File: config.mk
export PLATFORM = sky130hd
export DESIGN_NAME = vpi_file_io_arbiter
export DESIGN_NICKNAME = d
export VERILOG_FILES = /design/src/rtl/vpi_file_io_arbiter.sv
export SDC_FILE = /design/constraint.sdc
export NUM_CORES = 1
export LEC_CHECK = 0
export CAP_MARGIN = 25
export CORE_UTILIZATION = 25
export CTS_CLUSTER_SIZE = 40
export DETAILED_ROUTE_END_ITERATION = 8
export SETUP_SLACK_MARGIN = 0.15
export SLEW_MARGIN = 25
export SYNTH_ARGS = -nofsm -noshare
export SYNTH_HDL_FRONTEND = slang
export SYNTH_SLANG_ARGS = --single-unit
File: constraint.sdc
create_clock -name aclk -period 2.8 [get_ports aclk]
set_input_delay 0.42 -clock aclk [delete_from_list [all_inputs] [get_ports aclk]]
set_output_delay 0.42 -clock aclk [all_outputs]
set_load 0.03 [all_outputs]
File: src/rtl/vpi_file_io_arbiter.sv
// Round-robin arbiter/sequencer sharing one binary-file I/O channel among NUM_REQ requesters.
// One transaction in flight; reads after end-of-file are answered locally without the channel.
module vpi_file_io_arbiter #(
    parameter int unsigned NUM_REQ    = 4,
    parameter int unsigned DATA_WIDTH = 40,
    parameter int unsigned TIMEOUT    = 255
) (
    input  logic                          aclk,
    input  logic                          arstn,
    input  logic [NUM_REQ-1:0]            req_valid,
    input  logic [NUM_REQ-1:0]            req_write,
    input  logic [NUM_REQ*DATA_WIDTH-1:0] req_data,
    output logic [NUM_REQ-1:0]            req_ready,
    output logic [NUM_REQ-1:0]            rsp_valid,
    output logic [DATA_WIDTH-1:0]         rsp_data,
    output logic signed [31:0]            rsp_count,
    output logic                          rsp_eof,
    output logic                          rsp_error,
    output logic                          io_valid,
    output logic                          io_write,
    output logic [DATA_WIDTH-1:0]         io_data,
    input  logic                          io_ready,
    input  logic                          io_done,
    input  logic signed [31:0]            io_count,
    input  logic [DATA_WIDTH-1:0]         io_rdata
);

    localparam int unsigned IdxW    = $clog2(NUM_REQ);
    localparam logic [15:0] TmoLast = 16'(TIMEOUT - 1);

    typedef enum logic [1:0] {StIdle, StIssue, StWait, StResp} state_e;

    state_e            state_q;
    logic [IdxW-1:0]   ptr_q;
    logic [IdxW-1:0]   gnt_q;
    logic              wr_q;
    logic              eof_q;
    logic [15:0]       tmo_q;

    logic                  gnt_found;
    logic [IdxW-1:0]       gnt_idx;
    logic                  gnt_write;
    logic [DATA_WIDTH-1:0] gnt_data;
    logic [IdxW-1:0]       ptr_nxt;
    logic [NUM_REQ-1:0]    gnt_oh;
    logic                  io_complete;
    logic                  done_eof;
    logic [DATA_WIDTH-1:0] done_data;

    // Rotating priority: first pass only looks at or above the pointer, second pass wraps.
    always_comb begin
        gnt_found = 1'b0;
        gnt_idx   = '0;
        gnt_write = 1'b0;
        gnt_data  = '0;
        for (int pass = 0; pass < 2; pass++) begin
            for (int unsigned i = 0; i < NUM_REQ; i++) begin
                if (!gnt_found && req_valid[i] && (pass == 1 || i >= 32'(ptr_q))) begin
                    gnt_found = 1'b1;
                    gnt_idx   = IdxW'(i);
                    gnt_write = req_write[i];
                    gnt_data  = req_data[i*DATA_WIDTH +: DATA_WIDTH];
                end
            end
        end
        ptr_nxt = (gnt_idx == IdxW'(NUM_REQ - 1)) ? '0 : gnt_idx + 1'b1;
    end

    // Accept pulse is issued in the same cycle the grant is decided; suppressed while in reset.
    always_comb begin
        req_ready = '0;
        if (arstn && state_q == StIdle && gnt_found) begin
            req_ready[gnt_idx] = 1'b1;
        end
    end

    // Completion decode: channel result as it will be routed back to the granted requester.
    always_comb begin
        gnt_oh         = '0;
        gnt_oh[gnt_q]  = 1'b1;
        io_complete    = io_done && ((state_q == StIssue && io_ready) || state_q == StWait);
        done_eof       = !wr_q && (io_count < 0);
        done_data      = (wr_q || done_eof) ? '0 : io_rdata;
    end

    // Sequencer FSM with registered channel and response outputs.
    always_ff @(posedge aclk) begin
        if (!arstn) begin
            state_q   <= StIdle;
            ptr_q     <= '0;
            gnt_q     <= '0;
            wr_q      <= 1'b0;
            eof_q     <= 1'b0;
            tmo_q     <= '0;
            rsp_valid <= '0;
            rsp_data  <= '0;
            rsp_count <= '0;
            rsp_eof   <= 1'b0;
            rsp_error <= 1'b0;
            io_valid  <= 1'b0;
            io_write  <= 1'b0;
            io_data   <= '0;
        end else begin
            // Response fields are single-cycle; they fall back to zero unless set below.
            rsp_valid <= '0;
            rsp_data  <= '0;
            rsp_count <= '0;
            rsp_eof   <= 1'b0;
            rsp_error <= 1'b0;
            unique case (state_q)
                StIdle: begin
                    if (gnt_found) begin
                        gnt_q <= gnt_idx;
                        wr_q  <= gnt_write;
                        ptr_q <= ptr_nxt;
                        if (!gnt_write && eof_q) begin
                            // File already exhausted: answer without touching the channel.
                            state_q   <= StResp;
                            rsp_valid <= req_ready;
                            rsp_count <= -32'sd1;
                            rsp_eof   <= 1'b1;
                        end else begin
                            state_q  <= StIssue;
                            io_valid <= 1'b1;
                            io_write <= gnt_write;
                            io_data  <= gnt_data;
                        end
                    end
                end
                StIssue: begin
                    if (io_ready) begin
                        io_valid <= 1'b0;
                        io_write <= 1'b0;
                        io_data  <= '0;
                        tmo_q    <= '0;
                        state_q  <= io_done ? StResp : StWait;
                    end
                end
                StWait: begin
                    if (io_done) begin
                        state_q <= StResp;
                    end else if (tmo_q == TmoLast) begin
                        state_q   <= StResp;
                        rsp_valid <= gnt_oh;
                        rsp_error <= 1'b1;
                    end else begin
                        tmo_q <= tmo_q + 1'b1;
                    end
                end
                StResp: begin
                    state_q <= StIdle;
                end
                default: begin
                    state_q <= StIdle;
                end
            endcase
            if (io_complete) begin
                rsp_valid <= gnt_oh;
                rsp_data  <= done_data;
                rsp_count <= io_count;
                rsp_eof   <= done_eof;
                if (done_eof) begin
                    eof_q <= 1'b1;
                end
            end
        end
    end

endmodule

* Word level (Yosys, flattened, before mapping)
Index checks and enable logic that the tools add are counted.
** Storage, ports and cells
- Output and inout bits :: 124
- Flip-flop bits (word level) :: 144
- Input port bits :: 244
** Operators by class
- Bitwise gates (word level) :: 3
- Magnitude comparators :: 8
- Equality and inequality tests :: 11
- Add/sub/neg operators :: 2
- Mux-type cells :: 74
- Reduce and logical (&&, ||, !) cells :: 39
** Operators by type and width (count)
- $mux W40 :: 11
- $mux W32 :: 4
- $pmux W40 S2 :: 1
- $mux W16 :: 3
- $lt A32 B1 Y1 const B :: 1
- $pmux W16 S2 :: 1
- $mux W1 :: 30
- $mux W2 :: 12
- $mux W4 :: 6
- $logic_and A1 B1 Y1 :: 18
- $add A16 B1 Y16 const B :: 1
- $eq A16 B8 Y1 const B :: 1
- $ne A2 B2 Y1 const B :: 5
- $logic_not A1 Y1 :: 9
- $pmux W2 S4 :: 1
- $pmux W4 S2 :: 1
- $reduce_and A4 Y1 :: 2
- $eq A2 B2 Y1 const B :: 3
- $lt A2 B3 Y1 const B :: 2
- $reduce_or A3 Y1 :: 2
- $demux W1 S2 :: 2
- $ge A1 B2 Y1 const A :: 2
- $ge A2 B1 Y1 const B :: 2
- $pmux W1 S2 :: 2
- other kinds (10) :: 15

* Logic depth before layout (Yosys ltp)
Gate-level depths: netlist of the first run.
- Word-level depth :: 35
- Mapped depth :: 12
- Depth with buffers taken out :: 9

* Worst setup path after synthesis of the first run
Ideal clock, no wire load.
- Path kind :: input -> output
- Start :: in req_valid[0]
- End :: out req_ready[1]
- Data arrival time :: 1.913 ns
- Path buffers :: 2
- Stages :: 9
- Slack :: 0.467 ns
- Data required time :: 2.380 ns
- Cells stage by stage :: nor2b_1 -> buf_2 -> o21bai_1 -> clkbuf_1 -> a21boi_0 -> inv_1 -> ha_1 -> nand2_1 -> inv_1
** Between the ends
- Word-level cells in the longest chain between the ends :: 30
- Elaborated cells on any way between the ends :: 39
- Those cells by class :: 2 x order compare; 18 x mux; 19 x reduce/logical
** RTL lines
- start: declaration :: RTL line 10 : input logic [NUM_REQ-1:0] req_valid,
- $logic_and A1 B1 Y1 :: RTL line 58 : if (!gnt_found && req_valid[i] && (pass == 1 || i >= 32'(ptr_q))) begin
- $mux W1 :: RTL line 58
- $logic_not A1 Y1 :: RTL line 58
- $logic_and A1 B1 Y1 (2 in a row) :: RTL line 58
- $mux W1 :: RTL line 58
- $logic_not A1 Y1 :: RTL line 58
- $logic_and A1 B1 Y1 (2 in a row) :: RTL line 58
- $mux W1 :: RTL line 58
- [13 not listed]
- $logic_and A1 B1 Y1 :: RTL line 58
- $mux W2 (*) :: RTL line 58
- via gnt_idx[1] :: RTL line 41 : logic [IdxW-1:0] gnt_idx;
- $lt A2 B3 Y1 (not written as such) or $ge A2 B1 Y1 (tied branches) :: RTL line 73 : req_ready[gnt_idx] = 1'b1;
- $logic_and A1 B1 Y1 (not written as such) :: RTL line 73
- $mux W1 (not written as such) :: RTL line 73
- $demux W1 S2 (*) :: RTL line 73
- $mux W4 (*) :: RTL line 72 : if (arstn && state_q == StIdle && gnt_found) begin
- end: declaration :: RTL line 13 : output logic [NUM_REQ-1:0] req_ready,
Mark *: on every way through the listed nets, which the timed path passes. The rest lies on a longest branch.

* Final worst setup path of the first run
- Start :: in req_valid[1]
- End :: out req_ready[3]
** Between the ends
- Word-level cells in the longest chain between the ends :: 27
- Elaborated cells on any way between the ends :: 36
- Those cells by class :: 2 x order compare; 17 x mux; 17 x reduce/logical
** RTL lines (RTL line)
- $logic_and A1 B1 Y1 (2 in a row) :: 58
- $mux W1 :: 58
- $logic_not A1 Y1 :: 58
- $logic_and A1 B1 Y1 (2 in a row) :: 58
- $mux W1 :: 58
- $logic_not A1 Y1 :: 58
- $logic_and A1 B1 Y1 :: 58
- $mux W1 :: 58
- [10 not listed]
- $logic_and A1 B1 Y1 :: 58
- $mux W2 (*) :: 58
- via gnt_idx[1] :: 41
- $lt A2 B3 Y1 (not written as such) or $ge A2 B1 Y1 (tied branches) :: 73
- $logic_and A1 B1 Y1 (not written as such) :: 73
- $mux W1 (not written as such) :: 73
- $demux W1 S2 (*) :: 73
- $mux W4 (*) :: 72
Marks and branches as above.

==> results of run 1 <==
## final cells by class
class / instances / area, um^2
Tap cell: 390 / 488
Sequential cell: 144 / 2890
Clock inverter: 14 / 148
Timing Repair Buffer: 422 / 4240
Inverter: 16 / 60.1
Clock buffer: 18 / 439
Fill cell: 2972 / 17100
Multi-Input combinational cell: 635 / 4240
Antenna cell: 2 / 5.00
## flip-flops by register name (all words and copies together), names as in the netlist
register   cells
rsp_error      1
io_valid       1
tmo_q         16
rsp_count     32
rsp_eof        1
rsp_valid      4
eof_q          1
state_q        2
rsp_data      40
io_write       1
io_data       40
wr_q           1
gnt_q          2
ptr_q          2
## critical path: cells and delay by family
family	cells	cell delay, ps
AO/OA/AOI/OAI	2	510
buffers and inverters	5	940
adder cells (fa/ha/maj)	1	150
AND/OR/NAND/NOR	1	70
## through the flow
| step | power, mW | std cells | setup WS (ps) |
|---|---|---|---|
| global route | 10.8 | 1641 | 172 |
| floorplan | 5.86 | 874 | 467 |
| detailed placement | 7.87 | 1604 | -72.0 |
| global placement | 7.83 | 1604 | 0.693 |
| CTS | 10.3 | 1637 | 134 |
| finish | 10.3 | 1641 | 280 |
## power by group through the flow
stage	registers (mW)	logic (mW)	clock network, mW
after floorplan	3.38	2.48	0
after global placement	2.74	5.09	0
after detailed placement	2.74	5.13	0
after CTS	2.72	5.24	2.37
after global routing	2.75	5.62	2.46
final	2.70	5.28	2.29
## logic make-up after synthesis
kind of cell	after synthesis
XOR/XNOR	12
multiplexers	41
adder cells (fa/ha/maj)	9
buffers and inverters	95
AND/OR/NAND/NOR	282
flip-flops	144
AO/OA/AOI/OAI	291
## routing by layer
metal | wire length [um] | up-vias | part of all wire
met3 | 1850 | 66 | 0.059
li1 | - | 3955 | -
met2 | 15200 | 337 | 0.48
met1 | 13300 | 3893 | 0.43
met4 | 959 | 0 | 0.031
met5 | 0 | - | 0
## placed cells by master, fill, tap and decap left out, types with 39 or more instances in the layout
master,n
sky130_fd_sc_hd__mux2i_1,41
sky130_fd_sc_hd__dfxtp_1,142
sky130_fd_sc_hd__nor2_1,55
sky130_fd_sc_hd__o21ai_0,48
sky130_fd_sc_hd__a21o_1,42
sky130_fd_sc_hd__a211o_1,39
sky130_fd_sc_hd__clkdlybuf4s50_1,359
sky130_fd_sc_hd__and2_1,46
sky130_fd_sc_hd__buf_4,47
sky130_fd_sc_hd__nand2_1,94
## timing repair
action / in CTS / in global routing
pin swaps: 0 / 1
gates cloned: 1 / 1
gates resized for setup: 5 / 4
setup endpoints to repair: 4 / 4
buffers inserted: 0 / 1
## worst paths after layout
check | from | endpoint | slack [ps] | cells past startpoint
min reg2reg | io_data[24]$_SDFFE_PN0P_ | io_data[24]$_SDFFE_PN0P_ | 460 | 2
min | io_data[24]$_SDFFE_PN0P_ | io_data[24]$_SDFFE_PN0P_ | 460 | 2
max | req_valid[1] | req_ready[3] | 280 | 9
max reg2reg | ptr_q[0]$_SDFFE_PN0P_ | io_data[14]$_SDFFE_PN0P_ | 520 | 7
==> run summary, run 1 <==
The internal portion of the total power is 6.18 mW. For this block, the initial DRC count from the detailed router was 451. The share of cells above drive strength 1 works out to 0.0937. The tools report the met2 routing resource usage after global routing as 0.332. The logs give 0.621 for the worst relative slew slack and 0 for the leftover overflow at the end of global routing. The largest family of logic cells by synthesized area is compound AO/OA/AOI/OAI gates. The period utilization is 0.900, and the sequential share of power is 0.263. Summed over all instances, the cell type with the most area after synthesis is sky130_fd_sc_hd__dfxtp_1.

The proportion of netlist area held by the largest area contributor was 0.382; the wire length of the first global-routing pass was 47,100 um. After layout, the minimum clock period comes to 2520 ps. The first detailed-routing pass ran for 6 iterations. The synthesized-area fraction occupied by adder cells was 0.0149. Among all flip-flop cells after synthesis, the most frequent one is sky130_fd_sc_hd__dfxtp_1.

For this design the static power due to leakage is 4.95 nW. Of all nets on the critical path, the largest fanout is 8. By area the synthesized netlist is led by sky130_fd_sc_hd__dfxtp_1 (38%), sky130_fd_sc_hd__mux2i_1 (5.4%), sky130_fd_sc_hd__nand2_1 (4.7%).

The tools report the clock latency at the later pin of the worst-skew pair as 430 ps. The most frequent cell on the critical path is sky130_fd_sc_hd__buf_4. The run finished with clean final reports. The run gives 0 as the final setup violation count. In the routed layout, each cell is associated on average with a via count of 5.03. The average wire per cell in the routed design was 19.1 um. The signal on the critical path passes through clkdlybuf4s50_1, buf_4, o21bai_2, a21boi_2, buf_4, ha_1, nand2_1, inv_1, buf_4.

The tools report the end-of-flow core utilization as 0.422. The starting density of the core is 0.255. Clock tree synthesis selected as its root buffer the cell sky130_fd_sc_hd__clkbuf_16. The number of synthesized register bits was 144; the number of warnings printed during yosys synthesis was 0. The tools report the critical path startpoint category as an input pin. The floorplan has 63 rows. The number of buffer cells added on primary ports is 367, and the number of sinks handled by clock tree synthesis is 144. For this design the top-level I/O count stands at 368. The die span in x works out to 176 um. After routing the design area is 12,500 um^2.

On the worst path, the slowest cell contributes a delay of 400 ps. At the pin with the least slew margin, the transition time is 568 ps. The commonest cells after synthesis are sky130_fd_sc_hd__dfxtp_1 (144), sky130_fd_sc_hd__nand2_1 (94), sky130_fd_sc_hd__nor2_1 (57), sky130_fd_sc_hd__o21ai_0 (48), sky130_fd_sc_hd__clkbuf_1 (47). The worst ir drop on vdd is 0.358 mV.

The final hold violation count came out at 0. For this run, design rule violations remaining after detail routing come to 0. Mux contribution to synthesized area: 0.0544. Synthesis produced a netlist with a net count of 1,127. The number of nets with antenna violations after routing was 0. Clock tree synthesis inserted a total of 17 buffers. Derived from the worst setup path, the maximum achievable clock frequency is 0.397 GHz.

The analysis attributes to net switching a power of 4.09 mW. Yosys mapped a number of flops with a built-in enable equal to 0. The clock skew was 13.4 ps.

Critical-path cell with the highest stage delay: sky130_fd_sc_hd__clkdlybuf4s50_1. For the wire length reported by the detailed router, the log shows 31,300 um. Area fraction in compound gates after synthesis: 0.288.

The clock passes through at most 2 buffers. Path type of the worst setup path: in -> out. Summed over all failing endpoints, the final setup total negative slack is 0 ps. For this design, the CTS-stage hold fixing added 0 buffers.

The met3 routing resource usage after global routing came out at 0.0452. The die outline height is 176 um. Summed over all nets, the half-perimeter wirelength after detailed placement is 22,700 um. Entering global routing, the biggest net connects 48 pins. The switching share of power works out to 0.398. Combinational share of power: 0.514. STA classifies the critical path endpoint as an output port. Data on the critical path is required at its endpoint by 2380 ps. The count of cell types in the netlist is 60. The placer congestion estimate was 0.838; the detailed-route via count was 8,251. On the final layout, the worst hold slack is 458 ps. For the area enclosed by the die boundary, the log shows 30,900 um^2. The fraction of synthesis flops using an asynchronous set or reset pin was 0. After clock tree synthesis, the clock-pin slew on the worst setup and hold paths is 70 ps.

Setup repair after global routing left no endpoint under its margin. The number of H-tree levels was 4; the sequential cell area fraction in the yosys report was 0.382. The via count of the first global-routing pass is 8,105, and the standard cell area after detailed placement is 11,800 um^2. The met1 routing resource usage after global routing is 0.246, and the simple-gate area share of the yosys netlist is 0.183. After global routing, the most crowded layer is met2. The final layout contains 1,489 nets.

The clock share of power came out at 0.223. Synthesis handed over a netlist of 874 instances. The run gives 7540 um^2 as the post-synthesis instance area. Relative to the synthesized area, the layout overhead comes to 65.8%. In this run the standard cell core region covers 29,600 um^2. The data arrival time of the worst path is 2100 ps, and the power density over the cells is 821 nW/um^2. Yosys instantiated no cell more often than sky130_fd_sc_hd__dfxtp_1. TritonCTS built the clock tree. The tools report the initial antenna violation count as 2.

The average size of a mapped cell was 8.63 um^2. The total global routing track utilization was 0.198; the final max-slew violation count was 0. The max-cap violation count was 0. The fraction of synthesized cell area in xor and xnor cells works out to 0.0139. The min-delay analysis places its worst path in the category reg -> reg.
Power figures use the tool's default switching activity.
==> inputs of run 2 (changes only) <==
--- a/config.mk
+++ b/config.mk
@@ -9,6 +9,7 @@
 export CORE_UTILIZATION = 25
 export CTS_CLUSTER_SIZE = 40
 export DETAILED_ROUTE_END_ITERATION = 8
+export GPL_TIMING_DRIVEN = 0
 export SETUP_SLACK_MARGIN = 0.15
 export SLEW_MARGIN = 25
 export SYNTH_ARGS = -nofsm -noshare
==> run 2 against run 1 <==
Register-to-register slack lost 160 ps. Wire length is 5.1% higher. Power increased by 0.25%. Critical path depth up 1. Cell area is 0.37% lower. Die area unchanged. Cell count is 1.8% higher. Worst setup slack worse by 32 ps. Combinational power rose by 1%. Clock skew down 2.2 ps. Via count is 4.2% higher. Critical path type is now reg -> out. Highest routed layer is now met5.
==> run summary, run 2 (synthesized netlist as in run 1, its figures left out) <==
Transition time of the tightest slew-check pin: 702 ps (+134 ps). The switching share of power is 0.408 (+0.00954). The run gives 0.421 (-0.00156) as the end-of-flow core utilization. The post-route total power is 10.3 mW (+0.25%), and the final setup violation count is 0 (unchanged). Final hold violation count: 0 (unchanged). The run gives 2 (unchanged) as the maximum clock insertion buffer count. The largest registers in the layout are io_data (40), rsp_data (40), rsp_count (32). The logs give 6 (unchanged) for the first-pass iteration count of the detailed router and 144 (unchanged) for the number of sinks handled by clock tree synthesis. The tools report the combinational share of power as 0.519 (+0.005).

Final routed DRC violation total: 0 (unchanged). The initial antenna violation count is 5 (+3), and the number of buffer cells added on primary ports is 366 (-0.27%). The wire length reported by the detailed router is 32,900 um (+5.1%), and the data arrival time of the worst path is 2130 ps (+30 ps). The run gives 17 (-65%) as the pin count of the biggest net entering global routing. The run gives 360 ps (-160 ps) as the worst setup slack for register-to-register paths. The library cells used most frequently in the layout, excluding fill and tap cells, are sky130_fd_sc_hd__clkdlybuf4s50_1 (359), sky130_fd_sc_hd__dfxtp_1 (143), sky130_fd_sc_hd__nand2_1 (92).

The post-route standard cell area excluding fillers is 12,500 um^2 (-0.37%). The die outline height is 176 um (unchanged), and the TritonCTS buffer count is 17 (unchanged). The via count normalized by instance count works out to 5.15 (+2.4%). The path with the worst hold slack has its endpoint at io_data[19]$_SDFFE_PN0P_. Area enclosed by the die boundary: 30,900 um^2 (unchanged). The worst reg2reg path endpoint was io_data[35]$_SDFFE_PN0P_.

The internal power summed over all cells is 6.10 mW (-1.3%). The clock transition at the registers of the reported paths came out at 70 ps (about the same). The net switching power came out at 4.20 mW (+2.7%).

The share of cells above drive strength 1 works out to 0.0854 (-0.00832). The post-layout minimum cycle time is 2550 ps (+32.3 ps). The path type of the worst min-delay path was reg -> reg.

Floorplan core area: 29,600 um^2 (unchanged). The highest net fanout along the worst path works out to 10 (+2). The area added between synthesis and finish was 65.2%. The starting density of the core was 0.255 (unchanged); the worst ir drop on vdd was 0.349 mV (-2.7%). The sequential share of power came out at 0.258 (-0.005). The launch instance of the worst register-to-register path is ptr_q[0]$_SDFFE_PN0P_.

The run gives 0 (unchanged) as the max-cap violation count. The detailed-route via count was 8,599 (+4.2%); the number of buffers inserted for hold repair after clock tree synthesis was 0 (unchanged). The via count of the first global-routing pass was 8,411 (+3.8%).

The placer congestion estimate is 0.857 (+2.4%). Filler cell count in the final layout: 2,989 (+0.57%). Critical path data required time: 2380 ps (about the same).

Path type of the worst setup path: reg -> out. The die span in x is 176 um (unchanged). The critical path startpoint category was a flop. The startpoint identified for the worst hold timing path is io_data[19]$_SDFFE_PN0P_. The top-level port count was 368 (unchanged); the clock skew was 11.3 ps (-2.16 ps).

The logs give 4 (unchanged) for the number of H-tree levels and 0 (unchanged) for the number of nets with antenna violations after routing. The number of cells on the worst reg-to-reg path was 11 (+4). The tree is rooted in a sky130_fd_sc_hd__clkbuf_16. The post-layout instance count excluding filler cells is 1,670 (+1.8%). The clock share of power was 0.222 (about the same).

The leftover overflow at the end of global routing is 0 (unchanged). The standard cell area after detailed placement was 11,700 um^2 (-1.2%); the leakage dissipation was 4.87 nW (-1.5%). The tools report the worst relative slew slack as 0.532 (-0.0893).

The logs give 63 (unchanged) for the row count and 0 (unchanged) for the final max-slew violation count. The run finished with clean final reports. The tools report the clock latency at the later pin of the worst-skew pair as 430 ps (about the same). Setup repair after global routing left no endpoint under its margin. For the wire length of the first global-routing pass, the log shows 49,800 um (+5.8%). TritonCTS built the clock tree.

Average wire per cell in the routed design: 19.7 um (+3.3%). The tools report the HPWL after detailed placement as 24,900 um (+9.9%). Cell depth of the worst hold path: 2 (unchanged).

The period utilization was 0.912 (+0.0115). The first-iteration detailed-routing DRC count is 570 (+26%), and the post-placement cell count is 1,630 (+1.6%). The worst setup path is captured at an output port. The total global routing track utilization was 0.209 (+0.0110).

The count of nets after finishing is 1,518 (+1.9%), and the fmax is 0.392 GHz (-1.3%). The power density over the cells came out at 826 nW/um^2 (+0.63%). Summed negative setup slack over all endpoints: 0 ps (unchanged). The most common library cell in the layout ignoring fill and taps was sky130_fd_sc_hd__clkdlybuf4s50_1.
run 2: worst max path at each step:
stage                                from      endpoint  slack [ps]  cells past startpoint
detailed placement           req_valid[1]  req_ready[2]       -1400                     10
finish              ptr_q[1]$_SDFFE_PN0P_  req_ready[3]         250                     10
global placement             req_valid[1]  req_ready[3]       -1370                      9
CTS                 ptr_q[1]$_SDFFE_PN0P_  req_ready[2]         120                     11
global route        ptr_q[1]$_SDFFE_PN0P_  req_ready[3]         140                     10
floorplan                    req_valid[0]  req_ready[1]         470                      9
run 2: layer usage:
metal,up-vias,track usage,part of all wire,wire [um]
met3,56,0.0463,0.072,2380
met1,4112,0.269,0.42,13900
met2,415,0.339,0.48,15700
met5,-,0,0.00039,13
li1,4014,-,-,-
met4,2,0.0797,0.028,906
run 2: cell type report:
class                      count  area (um^2)  area share
antenna                        3         7.51    0.000602
buffer                        79          475      0.0381
clock buffer                  17          425      0.0341
clock inverter                14          151      0.0121
inverter                      16         60.1     0.00482
multi-input combinational    635         4280       0.343
sequential                   144         2880       0.231
tap                          390          488      0.0392
timing repair buffer         372         3700       0.297
run 2: what timing repair did:
item	CTS	global route
gates cloned	0	0
resized for setup	49	33
buffers inserted	4	2
endpoints found under the setup margin	85	70
pin swaps	4	4
run 2: critical path, cell delays in order, from the launching register on:
cell and delay, ps:
sky130_fd_sc_hd__dfxtp_2 320, sky130_fd_sc_hd__buf_6 130, sky130_fd_sc_hd__clkbuf_16 150, sky130_fd_sc_hd__buf_6 150, sky130_fd_sc_hd__a21oi_2 140, sky130_fd_sc_hd__o21ai_2 80, sky130_fd_sc_hd__a21boi_4 220, sky130_fd_sc_hd__ha_1 190
sky130_fd_sc_hd__nand2_1 70, sky130_fd_sc_hd__inv_1 60, sky130_fd_sc_hd__buf_2 200
run 2: metrics by stage:
stage | hold WS (ps) | setup WS [ps]
finish | 461 | 247
global route | 481 | 141
CTS | 462 | 123
detailed placement | 453 | -1400
global placement | 445 | -1370
floorplan | 435 | 467
run 2: power by group through the flow:
stage	registers, mW	clock network, mW	logic (mW)
finish	2.66	2.29	5.35
global route	2.71	2.45	5.69
CTS	2.66	2.36	5.25
detailed placement	2.70	0	5.11
global placement	2.69	0	5.07
floorplan	3.38	0	2.48
==> inputs of run 3 (changes only) <==
--- a/config.mk
+++ b/config.mk
@@ -6,12 +6,13 @@
 export NUM_CORES = 1
 export LEC_CHECK = 0
 export CAP_MARGIN = 25
-export CORE_UTILIZATION = 25
+export CORE_AREA = 2 2 143 145
 export CTS_CLUSTER_SIZE = 40
 export DETAILED_ROUTE_END_ITERATION = 8
+export DIE_AREA = 0 0 145 147
 export GPL_TIMING_DRIVEN = 0
+export PLACE_DENSITY = 0.87
 export SETUP_SLACK_MARGIN = 0.15
-export SLEW_MARGIN = 25
 export SYNTH_ARGS = -nofsm -noshare
 export SYNTH_HDL_FRONTEND = slang
 export SYNTH_SLANG_ARGS = --single-unit
==> run 3 against run 2 <==
Utilization is 20 points higher. Critical path depth stayed put. Cell area is 1.3% lower. Power is 1.0% lower. Via count is 2.9% higher. Register-to-register slack worse by 100 ps. Largest power group unchanged.
==> run summary, run 3 (synthesized netlist as in run 1, its figures left out) <==
The total global routing track utilization came out at 0.288 (+0.0794). The clock transition at the registers of the reported paths is 70 ps (about the same). The area added between synthesis and finish was 63.1%; the number of buffer cells added on primary ports was 366 (unchanged).

The share of cells above drive strength 1 is 0.0859 (+0.000581). STA classifies the critical path endpoint as an output port. The run gives 0 (unchanged) as the final max-slew violation count. The number of H-tree levels is 4 (unchanged). The critical path goes through buf_6, clkbuf_16, buf_4, a311oi_2, buf_4, inv_1, ha_1, nand2_1, inv_1, buf_4.

The initial antenna violation count was 4 (-1). Highest net fanout along the worst path: 10 (unchanged). The leakage dissipation was 4.88 nW (+0.16%). Wire length on met2: 15,100 um (-4.4%).

The logs give 0.949 (+11%) for the placer congestion estimate and 52 (-17%) for the row count. Power density over the cells: 829 nW/um^2 (+0.29%). The post-layout minimum cycle time works out to 2570 ps (+20.3 ps). Post-route total power: 10.2 mW (-1.0%). The pin count of the biggest net entering global routing is 17 (unchanged).

TritonCTS built the clock tree. The critical path startpoint category is a flop. The post-route standard cell area excluding fillers was 12,300 um^2 (-1.3%); the die span in x was 145 um (-17%). The fmax was 0.389 GHz (-0.79%); the worst ir drop on vdd was 0.602 mV (+73%). The top-level port count is 368 (unchanged), and the wire length of the first global-routing pass is 48,900 um (-1.9%).

For the wire length on met3, the log shows 2710 um (+14%). Area enclosed by the die boundary: 21,300 um^2 (-31%). The first-iteration detailed-routing DRC count came out at 772 (+35%).

The run finished with clean final reports. The standard cell area after detailed placement came out at 11,500 um^2 (-1.3%). For the final routed DRC violation total, the log shows 0 (unchanged). The highest cell delay on the worst timing path works out to 320 ps (about the same).

The critical-path cell with the highest stage delay was sky130_fd_sc_hd__dfxtp_2. Period utilization: 0.919 (+0.00726). The worst setup slack for register-to-register paths was 260 ps (-100 ps). The library cells used most frequently in the layout, excluding fill and tap cells, are sky130_fd_sc_hd__clkdlybuf4s50_1 (359), sky130_fd_sc_hd__dfxtp_1 (143), sky130_fd_sc_hd__nand2_1 (93). Uppermost layer routed: met5. The clock latency at the later pin of the worst-skew pair was 430 ps (about the same); the max-cap violation count was 0 (unchanged). The number of nets with antenna violations after routing came out at 0 (unchanged). By instance count, the cell type seen most on the critical path is sky130_fd_sc_hd__buf_4.

The count of nets after finishing is 1,520 (+0.13%), and the HPWL after detailed placement is 24,300 um (-2.5%). The setup path with the least slack is of type reg -> out. The clock skew is 12.4 ps (+1.15 ps).

In the final layout, the registers with the most flip-flops are io_data (40), rsp_data (40), rsp_count (32). Setup repair after global routing could not meet its margin everywhere. The transition time of the tightest slew-check pin was 745 ps (+43.1 ps). Detailed-route via count: 8,846 (+2.9%). The worst relative slew slack was 0.502 (-0.0298); the number of sinks handled by clock tree synthesis was 144 (unchanged). The run gives 6 (unchanged) as the first-pass iteration count of the detailed router.

For the number of buffers inserted for hold repair after clock tree synthesis, the log shows 0 (unchanged). The filler cell count in the final layout was 1,674 (-44%). The via count normalized by instance count came out at 5.70 (+11%). Most common library cell in the layout ignoring fill and taps: sky130_fd_sc_hd__clkdlybuf4s50_1. The run gives 19,800 um^2 (-33%) as the floorplan core area. The average wire per cell in the routed design is 20.5 um (+3.9%). The via count of the first global-routing pass was 8,903 (+5.8%); the TritonCTS buffer count was 17 (unchanged). The final hold violation count is 0 (unchanged), and the data arrival time of the worst path is 2150 ps (+20 ps). In this run the clock root is driven by a sky130_fd_sc_hd__clkbuf_16.

The run gives 2380 ps (about the same) as the critical path data required time. The maximum clock insertion buffer count was 2 (unchanged). The wire length reported by the detailed router was 31,800 um (-3.3%). The total routed wire length on the met1 layer came out at 12,700 um (-8.7%).

In this run the worst hold path is classified as reg -> reg. For the leftover overflow at the end of global routing, the log shows 0 (unchanged). The die outline height is 147 um (-16%), and the final setup violation count is 0 (unchanged).

The starting density of the core came out at 0.380 (+0.126).
run 3: changes by cell type in the layout (fill, tap and decap cells not counted), sizes merged:
| cell | change |
|---|---|
| clkinv | +5 |
| buf | +2 |
| bufinv | -1 |
| clkinvlp | -3 |
run 3: repair_timing:
item	CTS	global route
pin swaps	4	3
gates resized for setup	56	24
endpoints found under the setup margin	79	62
cloned	0	0
setup buffers	5	3
run 3: critical path, delay by kind of cell (launching register included):
family                   cells  cell delay, ps
buffers and inverters        7             910
AO/OA/AOI/OAI                1             220
AND/OR/NAND/NOR              1              80
flip-flops                   1             320
adder cells (fa/ha/maj)      1             190
run 3: area by class of cell:
| cell class | count | area, um^2 | area share |
|---|---|---|---|
| well taps | 270 | 338 | 0.0275 |
| diodes | 3 | 7.51 | 0.000610 |
| clock inverters | 15 | 128 | 0.0104 |
| plain buffers | 79 | 473 | 0.0384 |
| multi-input cells | 635 | 4270 | 0.347 |
| inverters | 16 | 60.1 | 0.00488 |
| clock buffers | 17 | 425 | 0.0346 |
| repair buffers | 374 | 3720 | 0.302 |
| flip-flops and latches | 144 | 2880 | 0.234 |
run 3: worst paths after layout:
kind | from | endpoint | cells after the start
worst min register to register | io_data[3]$_SDFFE_PN0P_ | io_data[3]$_SDFFE_PN0P_ | 2
worst min-delay path | io_data[3]$_SDFFE_PN0P_ | io_data[3]$_SDFFE_PN0P_ | 2
worst max-delay path | ptr_q[1]$_SDFFE_PN0P_ | req_ready[2] | 10
worst max register to register | state_q[1]$_SDFFE_PN0P_ | io_data[16]$_SDFFE_PN0P_ | 8
run 3: power breakdown:
part	internal (mW)	switching, mW	leakage [nW]
Clock	1.16	1.00	0.275
Sequential	2.46	0.228	1.17
Combinational	2.40	2.95	3.43
run 3: routing by layer:
layer  GRT usage  vias to the layer above
met3      0.0739                      117
met1       0.359                     4169
met5           0                        -
li1            -                     4026
met2       0.475                      532
met4       0.124                        2
run 3: per-stage QoR:
stage / setup slack, ps / std cells / hold slack (ps) / utilization / TNS [ps]
4_1_cts: 157 / 1547 / 462 / 0.615 / 0
3_5_place_dp: -1370 / 1510 / 452 / 0.582 / -41670
5_1_grt: 117 / 1552 / 483 / 0.620 / 0
2_1_floorplan: 467 / 874 / 435 / - / 0
6_report: 227 / 1553 / 460 / 0.620 / 0
3_3_place_gp: -1320 / 1510 / 445 / 0.582 / -41630
